**src/rtl/uart_msg_assembler.sv**
```systemverilog
// Collects UART bytes up to a terminator and replays each complete line as a
// valid/ready byte stream with a last flag. Optional build macro: MSG_CR_STRIP_EN.
module uart_msg_assembler #(
    parameter int         MAX_LEN   = 32,
    parameter logic [7:0] TERM_CHAR = 8'h0A,
    localparam int        LEN_W     = $clog2(MAX_LEN + 1)
) (
    input  logic             clk,
    input  logic             rst_n,
    input  logic [7:0]       rx_data,
    input  logic             rx_done,
    output logic [7:0]       msg_data,
    output logic             msg_valid,
    input  logic             msg_ready,
    output logic             msg_last,
    output logic [LEN_W-1:0] msg_len,
    output logic             busy,
    output logic             overflow,
    output logic             rx_drop
);

    localparam int               IDX_W   = (MAX_LEN > 1) ? $clog2(MAX_LEN) : 1;
    localparam logic [LEN_W-1:0] MAX_CNT = LEN_W'(MAX_LEN);
    localparam logic [LEN_W-1:0] ONE     = LEN_W'(1);

    typedef enum logic [1:0] {
        COLLECT = 2'd0,
        DELIVER = 2'd1,
        DISCARD = 2'd2
    } state_t;

    state_t           state_q, state_d;
    logic [LEN_W-1:0] wr_ptr_q, wr_ptr_d;
    logic [LEN_W-1:0] rd_ptr_q, rd_ptr_d;
    logic [LEN_W-1:0] msg_len_q, msg_len_d;
    logic             msg_valid_q, msg_valid_d;
    logic [7:0]       msg_data_q, msg_data_d;
    logic             msg_last_q, msg_last_d;
    logic             overflow_q, overflow_d;
    logic             rx_drop_q, rx_drop_d;

    logic [7:0]       msg_buf [MAX_LEN];
    logic             buf_we;
    logic [LEN_W-1:0] rd_next;
    logic             is_term;
    logic             is_cr;

    assign is_term = (rx_data == TERM_CHAR);

`ifdef MSG_CR_STRIP_EN
    assign is_cr = (rx_data == 8'h0D);
`else
    assign is_cr = 1'b0;
`endif

    // Next-state logic: all registered outputs are decided here so that the
    // first beat of a message is already loaded when msg_valid rises.
    always_comb begin
        state_d     = state_q;
        wr_ptr_d    = wr_ptr_q;
        rd_ptr_d    = rd_ptr_q;
        msg_len_d   = msg_len_q;
        msg_valid_d = msg_valid_q;
        msg_data_d  = msg_data_q;
        msg_last_d  = msg_last_q;
        overflow_d  = 1'b0;
        rx_drop_d   = 1'b0;
        buf_we      = 1'b0;
        rd_next     = rd_ptr_q + ONE;

        unique case (state_q)
            COLLECT: begin
                if (rx_done && !is_cr) begin
                    if (is_term) begin
                        if (wr_ptr_q != '0) begin
                            state_d     = DELIVER;
                            msg_len_d   = wr_ptr_q;
                            rd_ptr_d    = '0;
                            msg_valid_d = 1'b1;
                            msg_data_d  = msg_buf[{IDX_W{1'b0}}];
                            msg_last_d  = (wr_ptr_q == ONE);
                        end
                    end else if (wr_ptr_q < MAX_CNT) begin
                        buf_we   = 1'b1;
                        wr_ptr_d = wr_ptr_q + ONE;
                    end else begin
                        overflow_d = 1'b1;
                        wr_ptr_d   = '0;
                        state_d    = DISCARD;
                    end
                end
            end

            // A truncated line is thrown away up to and including its terminator.
            DISCARD: begin
                if (rx_done && is_term) begin
                    state_d  = COLLECT;
                    wr_ptr_d = '0;
                end
            end

            DELIVER: begin
                rx_drop_d = rx_done;
                if (msg_valid_q && msg_ready) begin
                    if (msg_last_q) begin
                        state_d     = COLLECT;
                        msg_valid_d = 1'b0;
                        msg_data_d  = 8'h00;
                        msg_last_d  = 1'b0;
                        wr_ptr_d    = '0;
                        rd_ptr_d    = '0;
                    end else begin
                        rd_ptr_d   = rd_next;
                        msg_data_d = msg_buf[rd_next[IDX_W-1:0]];
                        msg_last_d = (rd_next == (msg_len_q - ONE));
                    end
                end
            end

            default: begin
                state_d     = COLLECT;
                wr_ptr_d    = '0;
                rd_ptr_d    = '0;
                msg_valid_d = 1'b0;
                msg_data_d  = 8'h00;
                msg_last_d  = 1'b0;
            end
        endcase
    end

    always_ff @(posedge clk or negedge rst_n) begin
        if (!rst_n) begin
            state_q     <= COLLECT;
            wr_ptr_q    <= '0;
            rd_ptr_q    <= '0;
            msg_len_q   <= '0;
            msg_valid_q <= 1'b0;
            msg_data_q  <= 8'h00;
            msg_last_q  <= 1'b0;
            overflow_q  <= 1'b0;
            rx_drop_q   <= 1'b0;
        end else begin
            state_q     <= state_d;
            wr_ptr_q    <= wr_ptr_d;
            rd_ptr_q    <= rd_ptr_d;
            msg_len_q   <= msg_len_d;
            msg_valid_q <= msg_valid_d;
            msg_data_q  <= msg_data_d;
            msg_last_q  <= msg_last_d;
            overflow_q  <= overflow_d;
            rx_drop_q   <= rx_drop_d;
        end
    end

    // Payload storage needs no reset; only entries below wr_ptr are ever read.
    always_ff @(posedge clk) begin
        if (buf_we) begin
            msg_buf[wr_ptr_q[IDX_W-1:0]] <= rx_data;
        end
    end

    assign msg_data  = msg_data_q;
    assign msg_valid = msg_valid_q;
    assign msg_last  = msg_last_q;
    assign msg_len   = msg_len_q;
    assign busy      = (state_q == DELIVER);
    assign overflow  = overflow_q;
    assign rx_drop   = rx_drop_q;

endmodule

```
**config.mk**
```make
export PLATFORM = sky130hd
export DESIGN_NAME = uart_msg_assembler
export DESIGN_NICKNAME = d
export VERILOG_FILES = /design/src/rtl/uart_msg_assembler.sv
export SDC_FILE = /design/constraint.sdc
export NUM_CORES = 1
export LEC_CHECK = 0
export ABC_CLOCK_PERIOD_IN_PS = 2700
export CAP_MARGIN = 20
export CORE_MARGIN = 4
export CORE_UTILIZATION = 40
export DETAILED_ROUTE_END_ITERATION = 6
export GPL_ROUTABILITY_DRIVEN = 0
export PLACE_DENSITY = 0.63
export SLEW_MARGIN = 5
export SYNTH_ARGS = -nofsm -noshare
export SYNTH_HDL_FRONTEND = slang
export SYNTH_SLANG_ARGS = --single-unit
```
**constraint.sdc**
```tcl
create_clock -name clk -period 2.7 [get_ports clk]
set_input_delay 0.54 -clock clk [delete_from_list [all_inputs] [get_ports clk]]
set_output_delay 0.54 -clock clk [all_outputs]
set_load 0.01 [all_outputs]
```
==> results.ini <==
[route]
first_pass_iters = 5
wirelength_mm = 29.2
postRouteAntennaNets = 0
viasPerCell = 5.52
via_count = 7038
wire_per_inst_um = 22.9
drt_iter0_drc = 682
drc = 0

[timing]
slew_headroom = 0.528
fin_worst_skew_ps = 11.8
finalMaxSlewViolations = 0
max_freq_ghz = 0.376
worst_pin_slew_ps = 706
rsz0062_at_grt = true
hold_violations = 0
whs_ps = 387
finalCritPeriodShare = 0.985
setup_viol = 0
fin_crit_ps = 2660

[pwr]
p_sw_frac = 0.288
p_sw_uw = 3470
pwr-share-seq = 0.429
p_per_area_nw_per_um2 = 853
p_int_uw = 8600
peakVddDrop_uv = 575
p_comb_frac = 0.231
leakagePower_uw = 0.00488
power_frac_clock = 0.341

[final_layout]
n_antenna_cell = 0
drive_gt1_frac = 0.200
final_common_cell = edfxtp_1
nNetsFinal = 881
final_area_um2 = 14200
fill_cells = 2614
layout_common_cells = 256 x edfxtp_1, 111 x nand2_1, 50 x buf_4
synthToLayoutAreaGrowth_pct = 17.8

[cts]
numCtsBuffers = 30
cts_hold_buffers = 0
clkSlewWorstSetupHoldPaths_ps = 60
cts_tree = yes
clkLatencyLatePin_ps = 560
cts_sinks = 288
post-cts-setup-buffer-count = 0
cts-htree-levels = 1
cts_max_path_buffers = 3
root_buffer = clkbuf_16

[die]
die_h_um = 181
die_w_um = 181
dieArea_um2 = 32900
num_io_pins = 31
core_um2 = 29600
rows = 63
initial_core_util = 0.405

[worst_setup_path]
cp-end-kind = register
cp_max_fo = 8
worstPathRequired_ps = 2880
start_kind = primary input
arrival_ps = 2840
path_class = in -> reg

[synthesis]
yosysUniqueCellTypes = 55
netlist_instances = 787
synth.avg_cell_area_um2 = 15.3
ys.flop_type = edfxtp_1
netlist_area_um2 = 12000
yosysSeqAreaShare = 0.706
async_flop_share = 0.111
synth_fp_nets = 805
synth_edf_count = 256
ys_ff_latch = 288
synth_warnings = 0

[global_routing]
grt_overflow = 0
grt_use_total = 0.176
grt_first_pass_wirelength_mm = 44.5
grt_pass1_vias = 7092
grt_max_degree = 42
antenna_found_initial = 0

[place]
numPortBuffers = 30
dp_hpwl_mm = 19.1
dpl-instance-area_um2 = 13100

[flow_run]
maxCapViolations = 0

[status]
status = complete, no violations

[worst_hold_path]
hold_class = in -> async

==> repair_timing <==
item / 4_1_cts / 5_1_grt
resized for setup: 10 / 14
endpoints found under the setup margin: 156 / 142
endpoints found under the hold margin: 0 / 0
==> power groups by stage <==
stage | Combinational, uW | Clock (uW) | Sequential [uW]
after floorplan | 1790 | 0 | 5190
after CTS | 2780 | 4180 | 5170
final | 2780 | 4110 | 5180
after global routing | 3020 | 4370 | 5190
after global placement | 2740 | 0 | 5260
after detailed placement | 2750 | 0 | 5270
==> kinds of logic (layout without fill, tap and decap cells) <==
logic type                 after synthesis  after routing  share of synthesized area
xor gates and xnor gates                16             16                     0.0148
AOI/OAI and AO/OA                      103            103                     0.0565
DFF                                    288            288                      0.706
adders and majority gates                6              6                    0.00625
muxes                                   81             81                      0.104
and+or+nand+nor                        235            235                     0.0884
buffers and inverters                   58            156                     0.0237
==> cell type report <==
type	count	area (um^2)	area share
Clock buffer	34	766	0.0541
Clock inverter	20	228	0.0161
Inverter	15	56.3	0.00398
Sequential cell	288	8490	0.600
Timing Repair Buffer	87	816	0.0576
Tap cell	390	488	0.0345
Multi-Input combinational cell	441	3320	0.234
==> synth_stat cells, drive strengths merged, types with 3 or more instances <==
cell type | count | area share
nand3 | 30 | 0.012
a211oi | 6 | 0.0037
or3b | 3 | 0.0022
nor3 | 9 | 0.0042
buf | 27 | 0.014
a22o | 10 | 0.0073
clkbuf | 16 | 0.0050
edfxtp | 256 | 0.64
and4 | 7 | 0.0051
nand3b | 4 | 0.0025
xnor2 | 10 | 0.0089
a21oi | 9 | 0.0037
nand2 | 113 | 0.035
a32oi | 5 | 0.0036
a31oi | 21 | 0.011
mux2 | 11 | 0.010
mux4 | 34 | 0.064
nor2b | 4 | 0.0021
o21ai | 32 | 0.014
a22oi | 5 | 0.0031
mux2i | 36 | 0.030
dfrtp | 32 | 0.067
nand4 | 3 | 0.0016
and3 | 4 | 0.0021
nor2 | 47 | 0.015
o211ai | 3 | 0.0019
ha | 6 | 0.0062
inv | 15 | 0.0047
xor2 | 6 | 0.0059
==> path summary, 6_finish.rpt <==
kind                                       endpoint  cells past startpoint  slack, ps               startpoint
max                        msg_buf[14][1]$_DFFE_PP_                      7         40               rx_data[3]
min                          msg_len[1]$_DFFE_PN0P_                      2        390                    rst_n
max reg2reg                 msg_data[3]$_DFFE_PN0P_                      8        180  rd_ptr_q[0]$_DFFE_PN0P_
min reg2reg                 msg_data[7]$_DFFE_PN0P_                      1        520  msg_data[7]$_DFFE_PN0P_
max in group asynchronous   rd_ptr_q[0]$_DFFE_PN0P_                      2       1980                    rst_n
min in group clk            msg_data[7]$_DFFE_PN0P_                      1        520  msg_data[7]$_DFFE_PN0P_
==> metal layers <==
layer  wire length [um]  GRT usage  vias up
li1                   -          -     3169
met2              13700      0.279      245
met3               1780     0.0308       45
met5                  0          0        -
met4                600     0.0393        0
met1              13100      0.256     3579
==> per-stage QoR <==
step           instances  worst slack [ps]  utilization  power (uW)  TNS [ps]
2_1_floorplan        787               538            -        6980         0
3_3_place_gp        1221              -845        0.442        8000   -192470
3_5_place_dp        1221              -822        0.442        8020   -167330
4_1_cts             1275              -119        0.476       12100     -5840
5_1_grt             1275             -25.4        0.478       12600      -672
6_report            1275              40.9        0.478       12100         0
==> worst max-delay path, stage by stage <==
cell	delay (ps)
clkdlybuf4s50_1	630
nor4bb_1	250
buf_4	160
nand2_1	80
and3_1	290
nand2_2	250
nor2_1	620
==> state kept, by name (all words and copies together) (netlist names) <==
name       count
rd_ptr_q       6
wr_ptr_q       6
msg_valid      1
rx_drop        1
msg_last       1
state_q        2
overflow       1
msg_buf      256
msg_data       8
msg_len        6
(Power assumes the default switching activity.)
==> edit 1 (same settings) <==
The output `overflow` loses its register stage (`overflow_q` becomes a continuous assignment).
--- a/src/rtl/uart_msg_assembler.sv
+++ b/src/rtl/uart_msg_assembler.sv
@@ -137,7 +137,6 @@
             msg_valid_q <= 1'b0;
             msg_data_q  <= 8'h00;
             msg_last_q  <= 1'b0;
-            overflow_q  <= 1'b0;
             rx_drop_q   <= 1'b0;
         end else begin
             state_q     <= state_d;
@@ -147,10 +146,11 @@
             msg_valid_q <= msg_valid_d;
             msg_data_q  <= msg_data_d;
             msg_last_q  <= msg_last_d;
-            overflow_q  <= overflow_d;
             rx_drop_q   <= rx_drop_d;
         end
     end
+
+    assign overflow_q = overflow_d;
 
     // Payload storage needs no reset; only entries below wr_ptr are ever read.
     always_ff @(posedge clk) begin
Function: same outputs for any inputs over 4 cycles, from zero or initial values and one cycle with rst_n low; that may be too few to reach the edited logic, so the function may still have changed.
==> edit 1 against the unedited design <==
  * Register-to-register slack got worse by 20 ps
  * Power grew 0.37%
  * Via count rose by 1.6%
  * Wire length increased by 1.1%
  * Sequential share of layout area down 0.29 points
  * Area after synthesis decreased by 0.21%
  * Largest power group unchanged
  * Sequential cell count shrank 1
  * Setup slack improved by 14 ps
  * Design area rose by 0.19%
  * Highest routed layer unchanged
==> edit 1: results <==
{
  "clk-insertion-delay-late_ps": 560,
  "dpl.hpwl_um": 19200,
  "wire_per_inst_um": 22.9,
  "layout.cells.non_filler": 1287,
  "path_max_fanout": 4,
  "worst_slew_pin_slew_ps": 784,
  "grt_max_degree": 42,
  "firstDrtPassIters": 5,
  "synthTopCellsByCount": "256 x edfxtp_1, 113 x nand2_1, 47 x nor2_1",
  "status": "finished, final reports clean",
  "met2_usage": 0.277,
  "async_flop_share": 0.108,
  "ys_seq_area_frac": 0.706,
  "dp_cells": 1230,
  "port_buffers": 30,
  "synth.area.top_cells": "edfxtp_1 64%, dfrtp_1 6.5%, mux4_2 6.4%",
  "synth_area_per_cell_sq_um": 15.3,
  "grt_pass1_vias": 7092,
  "initialDrtViolationCount": 664,
  "skew_ps": 14.9,
  "use_met1": 0.267,
  "critPathArrivalTime_ps": 2110,
  "max-vdd-ir-drop_v": 0.000539,
  "nNetsFinal": 892,
  "vias": 7153,
  "syn-num-nets": 804,
  "grt_util_met3": 0.0270,
  "grtUsageTotal": 0.178,
  "grt_first_pass_wirelength_um": 45000,
  "drive_gt1_frac": 0.188
}
edit 1: changes by cell type in the layout (fill, tap and decap cells not counted), sizes merged:
cell and delta:
clkinvlp -2, dfrtp -1, dlygate4sd2 +4, buf +11
clkbuf +5, clkdlybuf4s50 -4, inv -1
edit 1: routing by layer:
layer	part of all wire	vias to the layer above	wire, um
li1	-	3194	-
met1	0.44	3629	13100
met2	0.46	288	13600
met3	0.071	42	2100
met4	0.022	0	635
met5	0	-	0
edit 1: where the power goes:
group	internal (mW)	total, mW	switching [mW]
sequential	5.01	5.12	0.112
combinational	1.21	2.87	1.66
clock	2.43	4.13	1.70
edit 1: final timing paths:
path,slack (ps),cells after the start,endpoint,start
setup reg to reg,160,9,msg_data[0],rd_ptr_q[0]
setup / recovery,50,6,overflow,rx_data[5]
hold reg to reg,510,1,msg_data[7],msg_data[7]
min in group clk,510,1,msg_data[7],msg_data[7]
max in group asynchronous,1970,2,rd_ptr_q[0],rst_n
hold / removal,400,2,msg_len[3],rst_n
edit 1: cell type report:
| class | count | area share |
|---|---|---|
| sequential | 287 | 0.597 |
| multi-input combinational | 441 | 0.232 |
| timing repair buffer | 99 | 0.0639 |
| clock buffer | 38 | 0.0550 |
| tap | 390 | 0.0344 |
| clock inverter | 17 | 0.0143 |
| inverter | 15 | 0.00397 |
edit 1: through the flow:
| stage | power [mW] | worst slack, ps | instance area (sq um) |
|---|---|---|---|
| finish | 12.1 | 55.0 | 14200 |
| global route | 12.6 | 5.37 | 14200 |
| CTS | 12.1 | 46.8 | 14100 |
| detailed placement | 8.03 | -1000 | 13100 |
| global placement | 8.02 | -985 | 13100 |
| floorplan | 6.97 | 538 | 12000 |
edit 1: kinds of logic (layout without fill, tap and decap cells):
family | Yosys count | count (layout) | share of synthesized area
multiplexers | 81 | 81 | 0.104
buffers and inverters | 58 | 169 | 0.0238
AND/OR/NAND/NOR | 235 | 235 | 0.0886
adder cells (fa/ha/maj) | 6 | 6 | 0.00626
AO/OA/AOI/OAI | 103 | 103 | 0.0567
flip-flops | 287 | 287 | 0.706
XOR/XNOR | 16 | 16 | 0.0148
edit 1: critical path, stage by stage:
cell and delay (ps):
clkdlybuf4s50_1 460, nor4_4 280, buf_4 170, nand2_2 110
and4_1 250, dlygate4sd2_1 290
edit 1: repair_timing:
item                                    CTS  global route
endpoints found under the setup margin  266             5
cloned                                    0             1
pin swaps                                 1             1
hold endpoints to repair                  0             0
setup buffers                             1             0
resized for setup                         9             2
==> edit 2 (config.mk and constraints unchanged) <==
Made on the original files. Build with the macro `MSG_CR_STRIP_EN` defined.
--- a/src/rtl/uart_msg_assembler.sv
+++ b/src/rtl/uart_msg_assembler.sv
@@ -1,5 +1,7 @@
 // Collects UART bytes up to a terminator and replays each complete line as a
 // valid/ready byte stream with a last flag. Optional build macro: MSG_CR_STRIP_EN.
+`define MSG_CR_STRIP_EN
+
 module uart_msg_assembler #(
     parameter int         MAX_LEN   = 32,
     parameter logic [7:0] TERM_CHAR = 8'h0A,
Check against the original RTL: not equivalent (a bounded check fails within 4 cycles, from zero or initial values and one cycle with rst_n low).
==> edit 2 against the unedited design <==
  * Sequential cell count stayed put
  * Die area decreased by 1.2%
  * Design area shrank 0.17%
  * Count of clock-buffer cells in the layout did not move
  * Non-clock buffer count grew 36
  * Hold slack gained 11 ps
  * First-iteration DRC count is 9.4% higher
  * Area after synthesis shrank 1.3%
  * Critical path type is now register to register
  * Setup slack better by 12 ps
  * Wire length down 1.6%
Power is not compared: it rests on default switching activity, and its combinational part moved more than twofold at a synthesized area within 25%.
==> edit 2: results <==
{
  "status": "finished, final reports clean",
  "slowest_stage": "mux4_2",
  "clk-insertion-delay-late_ps": 550,
  "grt_first_pass_wirelength_um": 43500,
  "syn-num-nets": 733,
  "vias": 6770,
  "wire_per_inst_um": 23.3,
  "critPathLaunch": "rd_ptr_q[1]",
  "dpl.hpwl_um": 19200,
  "synth_area_per_cell_sq_um": 16.6,
  "crit_path_max_incr_delay_ps": 550,
  "grt_pass1_vias": 6952,
  "wl_um": 28700,
  "synth_cell_types": 55,
  "synthTopCellsByCount": "256 x edfxtp_1, 64 x nand2_1, 54 x mux2i_1",
  "worst_slew_pin_slew_ps": 738,
  "critPathArrivalTime_ps": 3070,
  "ys_seq_area_frac": 0.716,
  "drive_gt1_frac": 0.221,
  "cts_buffers": 30,
  "initialDrtViolationCount": 746,
  "path_max_fanout": 13,
  "nNetsFinal": 848,
  "dp_cells": 1182,
  "dpl_cell_area_sq_um": 13200,
  "grt_max_degree": 38,
  "grtUsageTotal": 0.175,
  "skew_ps": 12.0,
  "synth.area.top_cells": "edfxtp_1 65%, dfrtp_1 6.8%, mux4_2 6.1%",
  "dp_slack_ps": -174
}
edit 2: area by class of cell:
cell class | instances | area [sq um]
Clock inverter | 19 | 160
Inverter | 8 | 30.0
Clock buffer | 34 | 766
Fill cell | 2422 | 14900
Sequential cell | 288 | 8490
Tap cell | 384 | 480
Multi-Input combinational cell | 379 | 3110
Timing Repair Buffer | 123 | 1100
edit 2: metal layers:
metal,vias up,track usage,wire length (um)
li1,3056,-,-
met1,3432,0.235,11800
met2,246,0.294,14100
met3,36,0.0424,2340
met4,0,0.0375,516
met5,-,0,0
edit 2: path summary, 6_finish.rpt:
check | endpoint | slack [ps] | depth (start not counted)
min | rd_ptr_q[5] | 400 | 2
max in group asynchronous | msg_len[3] | 1980 | 2
min in group clk | rd_ptr_q[5] | 520 | 1
max reg2reg | msg_data[2] | 50 | 8
min reg2reg | rd_ptr_q[5] | 520 | 1
max | msg_data[2] | 50 | 8
edit 2: cells by family after synthesis:
logic type	synth area share
and+or+nand+nor	0.0588
DFF	0.716
AOI/OAI and AO/OA	0.0670
buffers and inverters	0.0240
adders and majority gates	0.00633
xor gates and xnor gates	0.0134
muxes	0.115
edit 2: where the power goes:
part	internal [mW]	leakage, nW	total, mW	switching, mW
clock network	2.22	0.455	3.86	1.64
logic	0.410	1.51	1.08	0.674
registers	5.12	2.73	5.27	0.152
edit 2: timing repair:
action | in CTS | in global routing
hold buffers | 0 | 0
resized for setup | 1 | 2
gates cloned | 0 | 0
setup endpoints to repair | 1 | 2
